File: config.mk
export PLATFORM = sky130hd
export DESIGN_NAME = collision_scorer
export DESIGN_NICKNAME = d
export VERILOG_FILES = /design/src/rtl/collision_scorer.sv
export SDC_FILE = /design/constraint.sdc
export NUM_CORES = 1
export LEC_CHECK = 0
export ABC_AREA = 0
export CAP_MARGIN = 20
export CORE_UTILIZATION = 35
export DETAILED_ROUTE_END_ITERATION = 16
export PLACE_DENSITY = 0.65
export SLEW_MARGIN = 20
export SYNTH_ARGS = -nofsm -noshare
export SYNTH_HDL_FRONTEND = slang
export SYNTH_SLANG_ARGS = --single-unit
export TNS_END_PERCENT = 1
File: constraint.sdc
create_clock -name clk -period 2.6 [get_ports clk]
set_clock_uncertainty 0.05 [all_clocks]
set_input_delay 0.39 -clock clk [delete_from_list [all_inputs] [get_ports clk]]
set_output_delay 0.39 -clock clk [all_outputs]
set_load 0.03 [all_outputs]
File: src/rtl/collision_scorer.sv
// Referee for the bird column: detects crashes and lost birds, counts cleared pipes
// in BCD, and keeps the best score until reset.
module collision_scorer #(
    parameter int unsigned ROWS      = 8,
    parameter int unsigned MAX_SCORE = 99
) (
    input  logic            clk,
    input  logic            reset,
    input  logic            start,
    input  logic            enable,
    input  logic [ROWS-1:0] bird,
    input  logic [ROWS-1:0] pipe,
    input  logic            pipe_valid,
    output logic            gameOver,
    output logic            playing,
    output logic [3:0]      score_ones,
    output logic [3:0]      score_tens,
    output logic [3:0]      best_ones,
    output logic [3:0]      best_tens
);

    localparam logic [3:0] MaxTens = 4'(MAX_SCORE / 10);
    localparam logic [3:0] MaxOnes = 4'(MAX_SCORE % 10);

    typedef enum logic [1:0] {StIdle, StPlay, StOver} state_e;

    state_e     state_q, state_d;
    logic       pv_q, pv_d;
    logic       game_over_q, game_over_d;
    logic       playing_q, playing_d;
    logic [3:0] score_ones_q, score_ones_d;
    logic [3:0] score_tens_q, score_tens_d;
    logic [3:0] best_ones_q, best_ones_d;
    logic [3:0] best_tens_q, best_tens_d;

    logic crash, one_hot, lost, pass, at_max, score_gt_best;

    assign crash   = pipe_valid & (|(bird & pipe));
    // x & (x-1) clears the lowest set bit, so zero here means at most one bit set.
    assign one_hot = (bird != '0) && ((bird & (bird - ROWS'(1))) == '0);
    assign lost    = ~one_hot;
    assign pass    = pv_q & ~pipe_valid;
    assign at_max  = (score_tens_q == MaxTens) && (score_ones_q == MaxOnes);
    assign score_gt_best = (score_tens_q > best_tens_q) ||
                           ((score_tens_q == best_tens_q) && (score_ones_q > best_ones_q));

    always_comb begin
        state_d      = state_q;
        pv_d         = pv_q;
        score_ones_d = score_ones_q;
        score_tens_d = score_tens_q;
        best_ones_d  = best_ones_q;
        best_tens_d  = best_tens_q;

        unique case (state_q)
            StIdle, StOver: begin
                if (start) begin
                    state_d      = StPlay;
                    pv_d         = 1'b0;
                    score_ones_d = 4'd0;
                    score_tens_d = 4'd0;
                end
            end
            StPlay: begin
                if (enable) begin
                    pv_d = pipe_valid;
                    if (crash || lost) begin
                        state_d = StOver;
                        if (score_gt_best) begin
                            best_ones_d = score_ones_q;
                            best_tens_d = score_tens_q;
                        end
                    end else if (pass && !at_max) begin
                        if (score_ones_q == 4'd9) begin
                            score_ones_d = 4'd0;
                            score_tens_d = score_tens_q + 4'd1;
                        end else begin
                            score_ones_d = score_ones_q + 4'd1;
                        end
                    end
                end
            end
            default: state_d = StIdle;
        endcase

        game_over_d = (state_d == StOver);
        playing_d   = (state_d == StPlay);
    end

    always_ff @(posedge clk or posedge reset) begin
        if (reset) begin
            state_q      <= StIdle;
            pv_q         <= 1'b0;
            game_over_q  <= 1'b0;
            playing_q    <= 1'b0;
            score_ones_q <= 4'd0;
            score_tens_q <= 4'd0;
            best_ones_q  <= 4'd0;
            best_tens_q  <= 4'd0;
        end else begin
            state_q      <= state_d;
            pv_q         <= pv_d;
            game_over_q  <= game_over_d;
            playing_q    <= playing_d;
            score_ones_q <= score_ones_d;
            score_tens_q <= score_tens_d;
            best_ones_q  <= best_ones_d;
            best_tens_q  <= best_tens_d;
        end
    end

    assign gameOver   = game_over_q;
    assign playing    = playing_q;
    assign score_ones = score_ones_q;
    assign score_tens = score_tens_q;
    assign best_ones  = best_ones_q;
    assign best_tens  = best_tens_q;

endmodule

==> results of run 1 <==
-- flip-flops by register name (all words and copies together) (netlist names) --
register / cells
score_ones: 4
score_tens: 4
state_q: 2
playing: 1
best_ones: 4
best_tens: 4
pv_q: 1
gameOver: 1
-- per-stage QoR --
step                      area, sq um  power (W)  instances  setup WS (ns)
final                            2009  0.0009028        248         0.2377
after floorplan                  1454  0.0005504        147         0.3091
after global routing             2009  0.0009548        248         0.1124
after global placement           1961  0.0006695        244        0.02089
after detailed placement         1961  0.0006796        244       -0.04567
after CTS                        2009  0.0009121        248         0.2379
-- metal layers --
metal,GRT usage,vias up,routed length [microns]
met5,0,-,0
met3,0.02740,7,90
met4,0.09309,0,79
met1,0.2302,661,1680
met2,0.2857,24,1727
li1,-,657,-
-- worst reg2reg max path, stage by stage (launching register included) --
cell	delay, ns
dfrtp_1	0.35
inv_1	0.07
ha_1	0.18
and3b_1	0.18
a41oi_1	0.31
o22ai_2	0.16
buf_4	0.19
or4_1	0.50
nand3_1	0.09
-- cell type report --
cell class,instances,area [sq um]
fill,354,1991
clock buffer,3,41.29
sequential,21,525.5
inverter,17,63.81
multi-input combinational,106,838.3
clock inverter,1,7.507
timing repair buffer,50,470.5
tap,50,62.56
-- where the power goes --
part | total, W | internal [W] | switching [W]
clock | 0.000228 | 0.000109 | 0.000119
sequential | 0.000378 | 0.000351 | 0.0000263
combinational | 0.000297 | 0.000134 | 0.000163
-- placed cells by master (no fill, tap or decap), drive strengths merged, types with 2 or more instances in the layout --
cell type and count:
a22o 2, nand3b 2, mux2 3, o41ai 2
inv 17, nand4 4, clkdlybuf4s50 38, o21ai 9
nor4 2, nor2b 2, mux2i 7, dfrtp 21
a21boi 2, clkbuf 3, a41oi 2, a211oi 3
nor3 2, or2 2, o311ai 3, o21bai 2
nand2b 4, a21oi 2, a22oi 4, nand3 3
and3b 2, ha 12, or4 4, nand2 8
buf 12, nor2 7
-- worst max-delay path by stage --
stage                   from       endpoint  slack, ns  cells after the start
5_1_grt              bird[0]  score_tens[2]       0.11                      7
4_1_cts              bird[3]  score_tens[3]       0.24                      7
2_1_floorplan  score_tens[1]  score_ones[3]       0.31                      7
3_5_place_dp         bird[3]  score_tens[3]      -0.05                      7
3_3_place_gp         bird[3]  score_tens[3]       0.02                      7
6_report             bird[3]  score_tens[3]       0.24                      7
-- logic make-up after synthesis --
logic type | count (synthesis) | synth area share
AOI/OAI and AO/OA | 39 | 0.2066
adders and majority gates | 12 | 0.1033
buffers and inverters | 20 | 0.06196
DFF | 21 | 0.3614
muxes | 10 | 0.07143
and+or+nand+nor | 45 | 0.1954
-- synthesized netlist by cell type (3+ instances only) --
| cell | instances |
|---|---|
| nand2_1 | 8 |
| nor2_1 | 7 |
| nand4_1 | 3 |
| mux2i_1 | 7 |
| o21ai_0 | 8 |
| o311ai_0 | 3 |
| ha_1 | 12 |
| dfrtp_1 | 21 |
| nand2b_1 | 4 |
| inv_1 | 17 |
| nand3_1 | 3 |
| a22oi_1 | 4 |
| mux2_2 | 3 |
| a211oi_1 | 3 |
| or4_1 | 4 |
==> results.tsv, run 1 <==
stage	metric	value	unit
outcome	status	finished clean	
routing	drtPass1Iterations	4	
timing	rsz0062_at_grt	no	
global_routing	grt_pass1_wl	5947	microns
floorplan	dieArea	0.004416	sq mm
floorplan	fp.coreArea	0.004000	sq mm
synth	synth-main-ff-cell	dfrtp_1	
timing	hold_ws	0.4632	ns
synth	yosys.area.top_type	dfrtp_1	
hold_path	worstHoldPathCells	1	
global_routing	overflow	0	
synth	ys_types	46	
final_layout	syn_to_final_growth	38.21	%
clock_network	clk_path_buf_depth	2	
floorplan	die_y	66.45	microns
critical_path	r2r_slack	0.45	ns
floorplan	initial_core_util	0.3635	
final_layout	fin_nets	232	
timing	max_freq	0.4233	GHz
timing	drv_slew	0	
critical_path	crit_family	simple AND/OR/NAND/NOR gates	
critical_path	cpPeakStageDelay	0.52	ns
synth	ys_warn_count	0	
critical_path	crit_type	in2reg	
synth	postSynthAreaPerCell	9.890	sq um
clock_network	cts.htree.levels	1	
critical_path	crit_fanout	14	
timing	finalCritPeriodShare	0.9086	
clock_network	clk_pin_slew	0.08	ns
clock_network	post-cts-setup-buffers	0	
global_routing	grt_max_degree	22	
critical_path	r2r_end	score_tens[3]	
power_and_ir_drop	powerDensity	449.3	mW/mm^2
routing	wl_per_cell	14.42	microns
final_layout	drive_above_1_share	0.1515	
timing	hold_viol_final	0	
global_routing	grt_pass1_vias	1309	
clock_network	numCtsBuffers	3	
routing	drc	0	
critical_path	r2r.worst_path.cells	8	
synth	synth_nets	180	
clock_network	cts_tree	done	
placed_design	gp_congestion	0.8664	
clock_network	cts_root_buffer	clkbuf_8	
clock_network	holdBufCountCts	0	
critical_path	r2r-start	score_tens[1]	
routing	drt_iter0_drc	29	
placed_design	portBuffers	38	
placed_design	detailed_place_hpwl	2862	microns
routing	via_per_inst	5.440	
routing	routed_wl	3577	microns
synth	syn_area	0.001454	sq mm
global_routing	antenna_found_initial	0	
timing	setup_viol	0	
hold_path	hold_path.class	reg2reg	
timing	tightest_slew	0.7986	ns
power_and_ir_drop	p_leak	0.8990	nW
hold_path	hold_end	pv_q	
timing	setup_tns	0	ns
synth	netlist_instances	147	
timing	fin_crit	2.362	ns
critical_path	worstPathArrival	2.52	ns
critical_path	crit_required	2.76	ns
final_layout	antenna_cells	0	
clock_network	clk_latency	0.27	ns
final_layout	fin_util	0.5023	
critical_path	critical_path.endpoint_type	flip-flop	
critical_path	critPathLaunchType	input port	
synth	synth.top_cell.area_share	0.3614	
synth	ys_seq_area_frac	0.3614	
routing	detail-route-antenna-nets	0	
synth	ys_seq_elements	21	
routing	via_count	1349	
critical_path	cp_slowest_cell	or4_1	
critical_path	path_cells	clkdlybuf4s50_1, nor4_4, a21boi_1, a2111o_1, buf_4, or4_1, nand3_1	
power_and_ir_drop	vdd_drop_max	294.8	uV
clock_network	postCtsResizedCells	0	
timing	max_slew_margin	0.4670	
global_routing	grt.total_usage	0.1784	
floorplan	dieWidth	66.45	microns
job	max_cap_viol_count	0	
synth	ys_async_sr_fraction	1.000	
floorplan	io_pins	39	
hold_path	worstHoldStart	pv_q	
critical_path	worst-path-buf-inv	2	
floorplan	rows	23	
synth	synth_enable_flop_cells	0	
clock_network	cts.sinks	21	
synth	yosys-top-cells-area	dfrtp_1 36%, ha_1 10%, mux2i_1 4.8%, inv_1 4.4%, o21ai_0 2.8%	
Power figures use the tool's default switching activity.
==> inputs of run 2 (changes only) <==
Settings changed: PLACE_DENSITY 0.65 to unset.
==> results.tsv, run 2 (synthesized netlist as in run 1, its figures left out) <==
stage	metric	value	unit	change
floorplan	die_y	66.45	microns	unchanged
power_and_ir_drop	total_power	0.0008833	W	-2.2%
clock_network	numCtsBuffers	3		unchanged
routing	via_per_inst	5.402		-0.68%
critical_path	worstPathArrival	2.50	ns	-0.02 ns
critical_path	crit_fanout	14		unchanged
timing	hold_ws	0.4508	ns	-0.01242 ns
placed_design	place_inst	242		-0.82%
routing	routed_wl	3611	microns	+0.95%
final_layout	syn_to_final_growth	37.26	%	
critical_path	crit_type	in2reg		
routing	detail-route-antenna-nets	0		unchanged
routing	drt_iter0_drc	26		-10%
final_layout	fin_util	0.4989		-0.003441
global_routing	overflow	0		unchanged
critical_path	critPathLaunchType	input port		
critical_path	worst-path-buf-inv	2		unchanged
placed_design	gp_congestion	0.8176		-5.6%
critical_path	crit_family	compound AO/OA/AOI/OAI gates		
power_and_ir_drop	swShare	0.3389		-0.003360
floorplan	dieArea	0.004416	sq mm	unchanged
final_layout	drive_above_1_share	0.1429		-0.008658
clock_network	post-cts-setup-buffers	0		unchanged
power_and_ir_drop	seq_power_share	0.450		+0.032
routing	via_count	1329		-1.5%
critical_path	crit_required	2.70	ns	-0.06 ns
critical_path	cpPeakStageDelay	0.50	ns	-0.02 ns
critical_path	path_cells	clkdlybuf4s50_1, nor4_4, a21boi_1, a2111o_1, buf_4, or2_2, o32ai_1		
timing	hold_viol_final	0		unchanged
hold_path	worstHoldStart	pv_q		
timing	max_slew_margin	0.4465		-0.02050
final_layout	nFillCells	357		+0.85%
critical_path	critical_path.endpoint_type	flip-flop		
clock_network	cts.htree.levels	1		unchanged
final_layout	fin_nets	230		-0.86%
timing	rsz0062_at_grt	no		
timing	max_freq	0.4164	GHz	-1.6%
outcome	status	finished clean		
routing	drc	0		unchanged
critical_path	cp_slowest_cell	clkdlybuf4s50_1		
timing	setup_viol	0		unchanged
routing	wl_per_cell	14.68	microns	+1.8%
global_routing	grt_pass1_wl	6037	microns	+1.5%
power_and_ir_drop	power_frac_clock	0.250		-0.002
final_layout	instances_no_fill	246		-0.81%
global_routing	grt_max_degree	22		unchanged
clock_network	cts_tree	done		
floorplan	rows	23		unchanged
timing	fin_crit	2.402	ns	+0.03925 ns
placed_design	portBuffers	38		unchanged
final_layout	mostFrequentLayoutCells	38 x clkdlybuf4s50_1, 21 x dfrtp_1, 17 x inv_1		
timing	drv_slew	0		unchanged
timing	tightest_slew	0.8293	ns	+0.03071 ns
global_routing	grt.total_usage	0.1782		-0.0002329
floorplan	fp.coreArea	0.004000	sq mm	unchanged
placed_design	detailed_place_hpwl	2814	microns	-1.7%
timing	setup_slack	0.1985	ns	-0.03925 ns
floorplan	initial_core_util	0.3635		unchanged
placed_design	preCtsSetupSlack	-0.08679	ns	-0.04112 ns
floorplan	dieWidth	66.45	microns	unchanged
power_and_ir_drop	vdd_drop_max	337.8	uV	+15%
clock_network	cts_root_buffer	clkbuf_8		
critical_path	r2r-start	score_tens[1]		
final_layout	antenna_cells	0		unchanged
critical_path	critical_path.startpoint	bird[3]		
timing	finalCritPeriodShare	0.9237		+0.01510
job	max_cap_viol_count	0		unchanged
global_routing	antenna_found_initial	0		unchanged
power_and_ir_drop	p_comb_frac	0.300		-0.029
critical_path	r2r_slack	0.30	ns	-0.15 ns
power_and_ir_drop	p_switching	0.0002993	W	-3.1%
clock_network	clk_pin_slew	0.08	ns	about the same
power_and_ir_drop	p_int	0.0005840	W	-1.7%
floorplan	io_pins	39		unchanged
global_routing	grt_pass1_vias	1237		-5.5%
clock_network	clk_latency	0.26	ns	about the same
power_and_ir_drop	p_leak	0.8906	nW	-0.94%
clock_network	cts.sinks	21		unchanged
power_and_ir_drop	powerDensity	442.6	mW/mm^2	-1.5%
routing	drtPass1Iterations	4		unchanged
hold_path	hold_path.class	reg2reg		
final_layout	final_common_cell	clkdlybuf4s50_1		
clock_network	clk_path_buf_depth	2		unchanged
run 2: changes by cell type in the layout (fill, tap and decap cells not counted):
cell        delta
buf_4          -2
clkbuf_1       +1
clkinvlp_4     -1
nor3_1         -1
nor3_2         +1
run 2: timing repair:
item / CTS / global route
hold buffers: 0 / 0
gates resized for setup: 0 / 1
endpoints found under the setup margin: 0 / 1
run 2: power groups by stage:
stage	Combinational (W)	Clock, W	Sequential (W)
floorplan	0.000139	0	0.000412
global placement	0.000259	0	0.000401
detailed placement	0.000264	0	0.000402
CTS	0.000265	0.000224	0.000396
global route	0.000289	0.000239	0.000403
finish	0.000265	0.000221	0.000397
run 2: final timing paths:
path	endpoint	cells after the start
max	score_ones[0]	7
min	pv_q	1
max reg2reg	score_tens[3]	8
min reg2reg	pv_q	1
max in group asynchronous	pv_q	2
min in group asynchronous	best_ones[2]	2
run 2: through the flow:
step	area [sq um]	TNS, ns
after global routing	1996	0
final	1996	0
after global placement	1946	0
after CTS	1991	0
after floorplan	1454	0
after detailed placement	1946	-0.3275
run 2: cell type report:
type                       instances  area [sq um]  share of cell area
multi-input combinational        106         843.3              0.4226
sequential                        21         525.5              0.2633
timing repair buffer              48         455.4              0.2282
inverter                          17         63.81             0.03197
tap                               50         62.56             0.03135
clock buffer                       4         45.04             0.02257
run 2: metal layers:
metal,global-route usage,wire [microns]
met1,0.2614,1788
met2,0.2704,1715
met3,0.04281,107
met4,0.02128,0
met5,0,0
==> inputs of run 3 (changes only) <==
Settings changed: CORE_MARGIN set to 5.
==> results.tsv, run 3 (synthesized netlist as in run 1, its figures left out) <==
stage	metric	value	unit	change
job	max_cap_viol_count	0		unchanged
global_routing	grt_pass1_wl	6099	microns	+1.0%
global_routing	grt_pass1_vias	1345		+8.7%
timing	max_freq	0.4100	GHz	-1.5%
floorplan	die_y	74.45	microns	+12%
final_layout	mostFrequentLayoutCells	38 x clkdlybuf4s50_1, 21 x dfrtp_1, 17 x inv_1		
critical_path	crit_required	2.70	ns	about the same
final_layout	nFillCells	360		+0.84%
critical_path	worstPathArrival	2.54	ns	+0.04 ns
final_layout	fin_nets	230		unchanged
routing	wl_per_cell	14.90	microns	+1.5%
timing	setup_viol	0		unchanged
clock_network	cts_root_buffer	clkbuf_8		
timing	max_slew_margin	0.4693		+0.02283
critical_path	critical_path.endpoint_type	flip-flop		
placed_design	gp_congestion	0.8323		+1.8%
timing	tightest_slew	0.7951	ns	-0.03420 ns
routing	routed_wl	3666	microns	+1.5%
clock_network	cts.sinks	21		unchanged
critical_path	crit_type	in2reg		
floorplan	io_pins	39		unchanged
final_layout	drive_above_1_share	0.1480		+0.005102
timing	setup_slack	0.1610	ns	-0.03750 ns
clock_network	cts.htree.levels	1		unchanged
placed_design	detailed_place_hpwl	2977	microns	+5.8%
floorplan	dieWidth	74.45	microns	+12%
clock_network	numCtsBuffers	3		unchanged
timing	drv_slew	0		unchanged
global_routing	antenna_found_initial	0		unchanged
floorplan	initial_core_util	0.3635		unchanged
power_and_ir_drop	vdd_drop_max	308.9	uV	-8.6%
clock_network	clk_path_buf_depth	2		unchanged
timing	finalCritPeriodShare	0.9381		+0.01442
outcome	status	finished clean		
clock_network	holdBufCountCts	0		unchanged
power_and_ir_drop	p_leak	0.8901	nW	about the same
final_layout	multi_input_area	839.6	sq um	-0.45%
global_routing	grt_max_degree	22		unchanged
routing	detail-route-antenna-nets	0		unchanged
final_layout	fin_area	0.001996	sq mm	unchanged
placed_design	preCtsSetupSlack	-0.1792	ns	-0.09239 ns
clock_network	clk_latency	0.27	ns	about the same
power_and_ir_drop	powerDensity	446.4	mW/mm^2	+0.85%
routing	drt_iter0_drc	20		-23%
final_layout	syn_to_final_growth	37.26	%	unchanged
final_layout	regArea	525.5	sq um	unchanged
timing	fin_crit	2.439	ns	+0.03750 ns
clock_network	cts_tree	done		
hold_path	hold_path.class	reg2reg		
placed_design	portBuffers	38		unchanged
routing	via_count	1320		-0.68%
timing	setup_tns	0	ns	unchanged
routing	drtPass1Iterations	4		unchanged
placed_design	place_area	0.001946	sq mm	unchanged
critical_path	critPathLaunchType	input port		
timing	hold_ws	0.4496	ns	-0.001164 ns
routing	via_per_inst	5.366		-0.68%
global_routing	overflow	0		unchanged
clock_network	post-cts-setup-buffers	0		unchanged
final_layout	final_common_cell	clkdlybuf4s50_1		
routing	drc	0		unchanged
floorplan	dieArea	0.005543	sq mm	+26%
floorplan	rows	23		unchanged
final_layout	antenna_cells	0		unchanged
floorplan	fp.coreArea	0.004000	sq mm	unchanged
global_routing	grt.total_usage	0.1400		-0.03821
clock_network	clk_pin_slew	0.09	ns	about the same
timing	rsz0062_at_grt	no		
clock_network	postCtsResizedCells	0		unchanged
critical_path	crit_fanout	14		unchanged
timing	hold_viol_final	0		unchanged
-- run 3: cell types whose count changed in the layout (fill, tap and decap cells not counted) --
cell / delta
a2111o_1: -1
a2111o_2: +1
clkbuf_1: -1
clkinvlp_4: +1
nor3_1: +1
nor3_2: -1
-- run 3: where the power goes --
group	total [W]	switching, W	internal (W)
logic	0.000276	0.000147	0.000129
registers	0.000389	0.0000382	0.000351
clock network	0.000225	0.000117	0.000108
total	0.000891	0.000302	0.000588
-- run 3: layer usage --
| layer | share of wire | global-route usage | wire length, microns | vias up |
|---|---|---|---|---|
| li1 | - | - | - | 654 |
| met3 | 0.031 | 0.02162 | 113 | 7 |
| met2 | 0.50 | 0.2332 | 1822 | 27 |
| met1 | 0.45 | 0.1792 | 1658 | 632 |
| met4 | 0.020 | 0.06126 | 72 | 0 |
| met5 | 0 | 0 | 0 | - |
-- run 3: path summary, 6_finish.rpt --
kind | slack [ns] | depth (start not counted) | start | to
min reg2reg | 0.45 | 1 | pv_q | pv_q
max | 0.16 | 6 | bird[3] | score_ones[2]
max reg2reg | 0.26 | 8 | score_tens[1] | score_tens[3]
min in group asynchronous | 0.52 | 2 | reset | best_ones[2]
min | 0.45 | 1 | pv_q | pv_q
max in group asynchronous | 1.48 | 2 | reset | pv_q
-- run 3: critical path, cell delays in order --
cell	delay (ns)
clkdlybuf4s50_1	0.50
nor4_4	0.34
a21boi_1	0.10
a2111o_2	0.59
or2_2	0.35
o41ai_1	0.28
-- run 3: final cells by class --
type,count,area share
multi-input combinational,106,0.4207
sequential,21,0.2633
timing repair buffer,48,0.2282
inverter,17,0.03197
tap,50,0.03135
clock buffer,3,0.02069
clock inverter,1,0.003762
-- run 3: through the flow --
step / total power, W / cells / util
6_report: 0.0008908 / 246 / 0.4989
5_1_grt: 0.0009393 / 246 / 0.4989
4_1_cts: 0.0008980 / 246 / 0.4986
3_5_place_dp: 0.0006727 / 242 / 0.4864
3_3_place_gp: 0.0006672 / 242 / 0.4864
2_1_floorplan: 0.0005504 / 147 / -
==> patch: new RTL, settings of run 1 <==
Register the inputs `start`, `enable`, `bird`, `pipe` and `pipe_valid` before use, with the module's reset. The logic sees them one clock later.
--- a/src/rtl/collision_scorer.sv
+++ b/src/rtl/collision_scorer.sv
@@ -24,6 +24,28 @@
 
     typedef enum logic [1:0] {StIdle, StPlay, StOver} state_e;
 
+    logic start_q;
+    logic enable_q;
+    logic [ROWS-1:0] bird_q;
+    logic [ROWS-1:0] pipe_q;
+    logic pipe_valid_q;
+
+    always_ff @(posedge clk or posedge reset) begin
+        if (reset) begin
+            start_q      <= '0;
+            enable_q     <= '0;
+            bird_q       <= '0;
+            pipe_q       <= '0;
+            pipe_valid_q <= '0;
+        end else begin
+            start_q      <= start;
+            enable_q     <= enable;
+            bird_q       <= bird;
+            pipe_q       <= pipe;
+            pipe_valid_q <= pipe_valid;
+        end
+    end
+
     state_e     state_q, state_d;
     logic       pv_q, pv_d;
     logic       game_over_q, game_over_d;
@@ -35,11 +57,11 @@
 
     logic crash, one_hot, lost, pass, at_max, score_gt_best;
 
-    assign crash   = pipe_valid & (|(bird & pipe));
+    assign crash   = pipe_valid_q & (|(bird_q & pipe_q));
     // x & (x-1) clears the lowest set bit, so zero here means at most one bit set.
-    assign one_hot = (bird != '0) && ((bird & (bird - ROWS'(1))) == '0);
+    assign one_hot = (bird_q != '0) && ((bird_q & (bird_q - ROWS'(1))) == '0);
     assign lost    = ~one_hot;
-    assign pass    = pv_q & ~pipe_valid;
+    assign pass    = pv_q & ~pipe_valid_q;
     assign at_max  = (score_tens_q == MaxTens) && (score_ones_q == MaxOnes);
     assign score_gt_best = (score_tens_q > best_tens_q) ||
                            ((score_tens_q == best_tens_q) && (score_ones_q > best_ones_q));
@@ -54,7 +76,7 @@
 
         unique case (state_q)
             StIdle, StOver: begin
-                if (start) begin
+                if (start_q) begin
                     state_d      = StPlay;
                     pv_d         = 1'b0;
                     score_ones_d = 4'd0;
@@ -62,8 +84,8 @@
                 end
             end
             StPlay: begin
-                if (enable) begin
-                    pv_d = pipe_valid;
+                if (enable_q) begin
+                    pv_d = pipe_valid_q;
                     if (crash || lost) begin
                         state_d = StOver;
                         if (score_gt_best) begin
Check against the original RTL: not equivalent (a bounded check fails within 4 cycles, from zero or initial values and one cycle with reset high).
==> patch against run 1 <==
Power up 46%; sequential power rose by 79%; area after synthesis rose by 30%; sequential cell count up 19; global-route usage decreased by 2.8 points; hold slack worse by 0.0064 ns; largest power group unchanged; cell area rose by 22%; wire length up 0.98%; sequential share of layout area up 15 points; critical path depth stayed put; highest routed layer unchanged; utilization decreased by 2.4 points; setup slack better by 0.15 ns.
==> patch: results <==
group,metric,value,unit
setup_path,critPathMaxFanout,8,
cts,ctsResizeCount,0,
cells_and_area,num_antenna_cells,0,
cells_and_area,nets,246,
cts,cts_setup_buffers,0,
yosys,synthArstFlopShare,1.00,
power_and_ir_drop,worst_ir_drop_vdd,0.358,mV
cells_and_area,fillers,526,
grt,gr-usage-met1,0.184,
cts,numCtsBuffers,5,
yosys,ys_types,40,
grt,use_met2,0.253,
yosys,syn-num-nets,201,
yosys,synth_area_leaders,"dfrtp_1 (53%), ha_1 (8.0%), mux2_1 (3.6%)",
route,dr.pass1.iters,4,
route,dr.first_iter.drc_count,45,
power_and_ir_drop,p_int,0.000963,W
cells_and_area,largestRegisters,"bird_q (8), pipe_q (8)",
yosys,yosysSeqAreaShare,0.531,
power_and_ir_drop,leakage,1.03,nW
cells_and_area,drive_above_1_share,0.0841,
grt,grt_pass1_wl,6270,um
cts,htreeDepth,2,
setup_path,critPathArrivalTime,2.34,ns
route,totalWireLength,3610,um
grt,track_usage,0.151,
place,routabilityCongestion,0.808,
cts,cts_hold_buf,0,
place,place_hpwl,2660,um
grt,grtUsageMet3,0.0410,
yosys,synth_commonest_cells,"dfrtp_1 (40), inv_1 (14), ha_1 (12)",
grt,grt_max_degree,41,
place,numPortBuffers,38,
yosys,ys_warn_count,0,
sta,tightest_slew,0.495,ns
route,vias_per_cell,4.92,
cts,clock_latency,0.29,ns
outcome,outcome,"completed",
grt,grt_pass1_vias,1382,
min_path,hold_class,"input port to async pin",
setup_path,ff2ff_setup_slack,0.39,ns
-- patch: cell families (layout without fill, tap and decap cells) --
kind of cell             after synthesis  count (layout)  share of synthesized area
AO/OA/AOI/OAI                         37              37                      0.132
XOR/XNOR                               1               1                    0.00465
adder cells (fa/ha/maj)               12              12                     0.0796
buffers and inverters                 19              65                     0.0425
flip-flops                            40              40                      0.531
multiplexers                          10              10                     0.0571
AND/OR/NAND/NOR                       49              49                      0.153
-- patch: power by group through the flow --
| stage | clock, W | combinational, W | sequential [W] |
|---|---|---|---|
| floorplan | 0 | 0.000108 | 0.000700 |
| global placement | 0 | 0.000216 | 0.000687 |
| detailed placement | 0 | 0.000215 | 0.000687 |
| CTS | 0.000450 | 0.000215 | 0.000675 |
| global route | 0.000489 | 0.000234 | 0.000678 |
| finish | 0.000430 | 0.000215 | 0.000675 |
-- patch: metal layers --
layer | wire [um] | vias up | share of wire
met5 | 0 | - | 0
met4 | 31 | 0 | 0.0086
met3 | 150 | 5 | 0.042
met2 | 1820 | 37 | 0.50
met1 | 1610 | 655 | 0.44
li1 | - | 699 | -
-- patch: path summary, 6_finish.rpt --
path,depth (start not counted),startpoint,end
min reg2reg,1,best_tens[2],best_tens[2]
max reg2reg,7,score_tens[0],best_ones[0]
min,3,reset,bird_q[2]
max in group asynchronous,3,reset,score_tens[3]
min in group clk,1,best_tens[2],best_tens[2]
max,7,score_tens[0],best_ones[0]
-- patch: area by class of cell --
cell class              instances  share of cell area
clock inverters                 2             0.00610
clock buffers                   6              0.0336
inverters                      14              0.0214
flip-flops and latches         40               0.407
well taps                      70              0.0356
multi-input cells             109               0.327
repair buffers                 43               0.170
-- patch: critical path, cell delays in order (launching register included) --
cell and delay [ns]:
dfrtp_1 0.48, inv_1 0.07, ha_1 0.30, nand4_1 0.12, o221ai_1 0.12, a21oi_1 0.12
and4_1 0.46, mux2_1 0.37
-- patch: metrics by stage --
step	instances	total power, W	setup slack (ns)	hold WS (ns)	instance area (sq um)
final	284	0.00132	0.389	0.457	2460
after global routing	284	0.00140	0.193	0.468	2460
after CTS	284	0.00134	0.356	0.471	2460
after detailed placement	276	0.000902	0.368	0.453	2360
after global placement	276	0.000903	0.451	0.444	2360
after floorplan	168	0.000808	0.439	0.371	1890
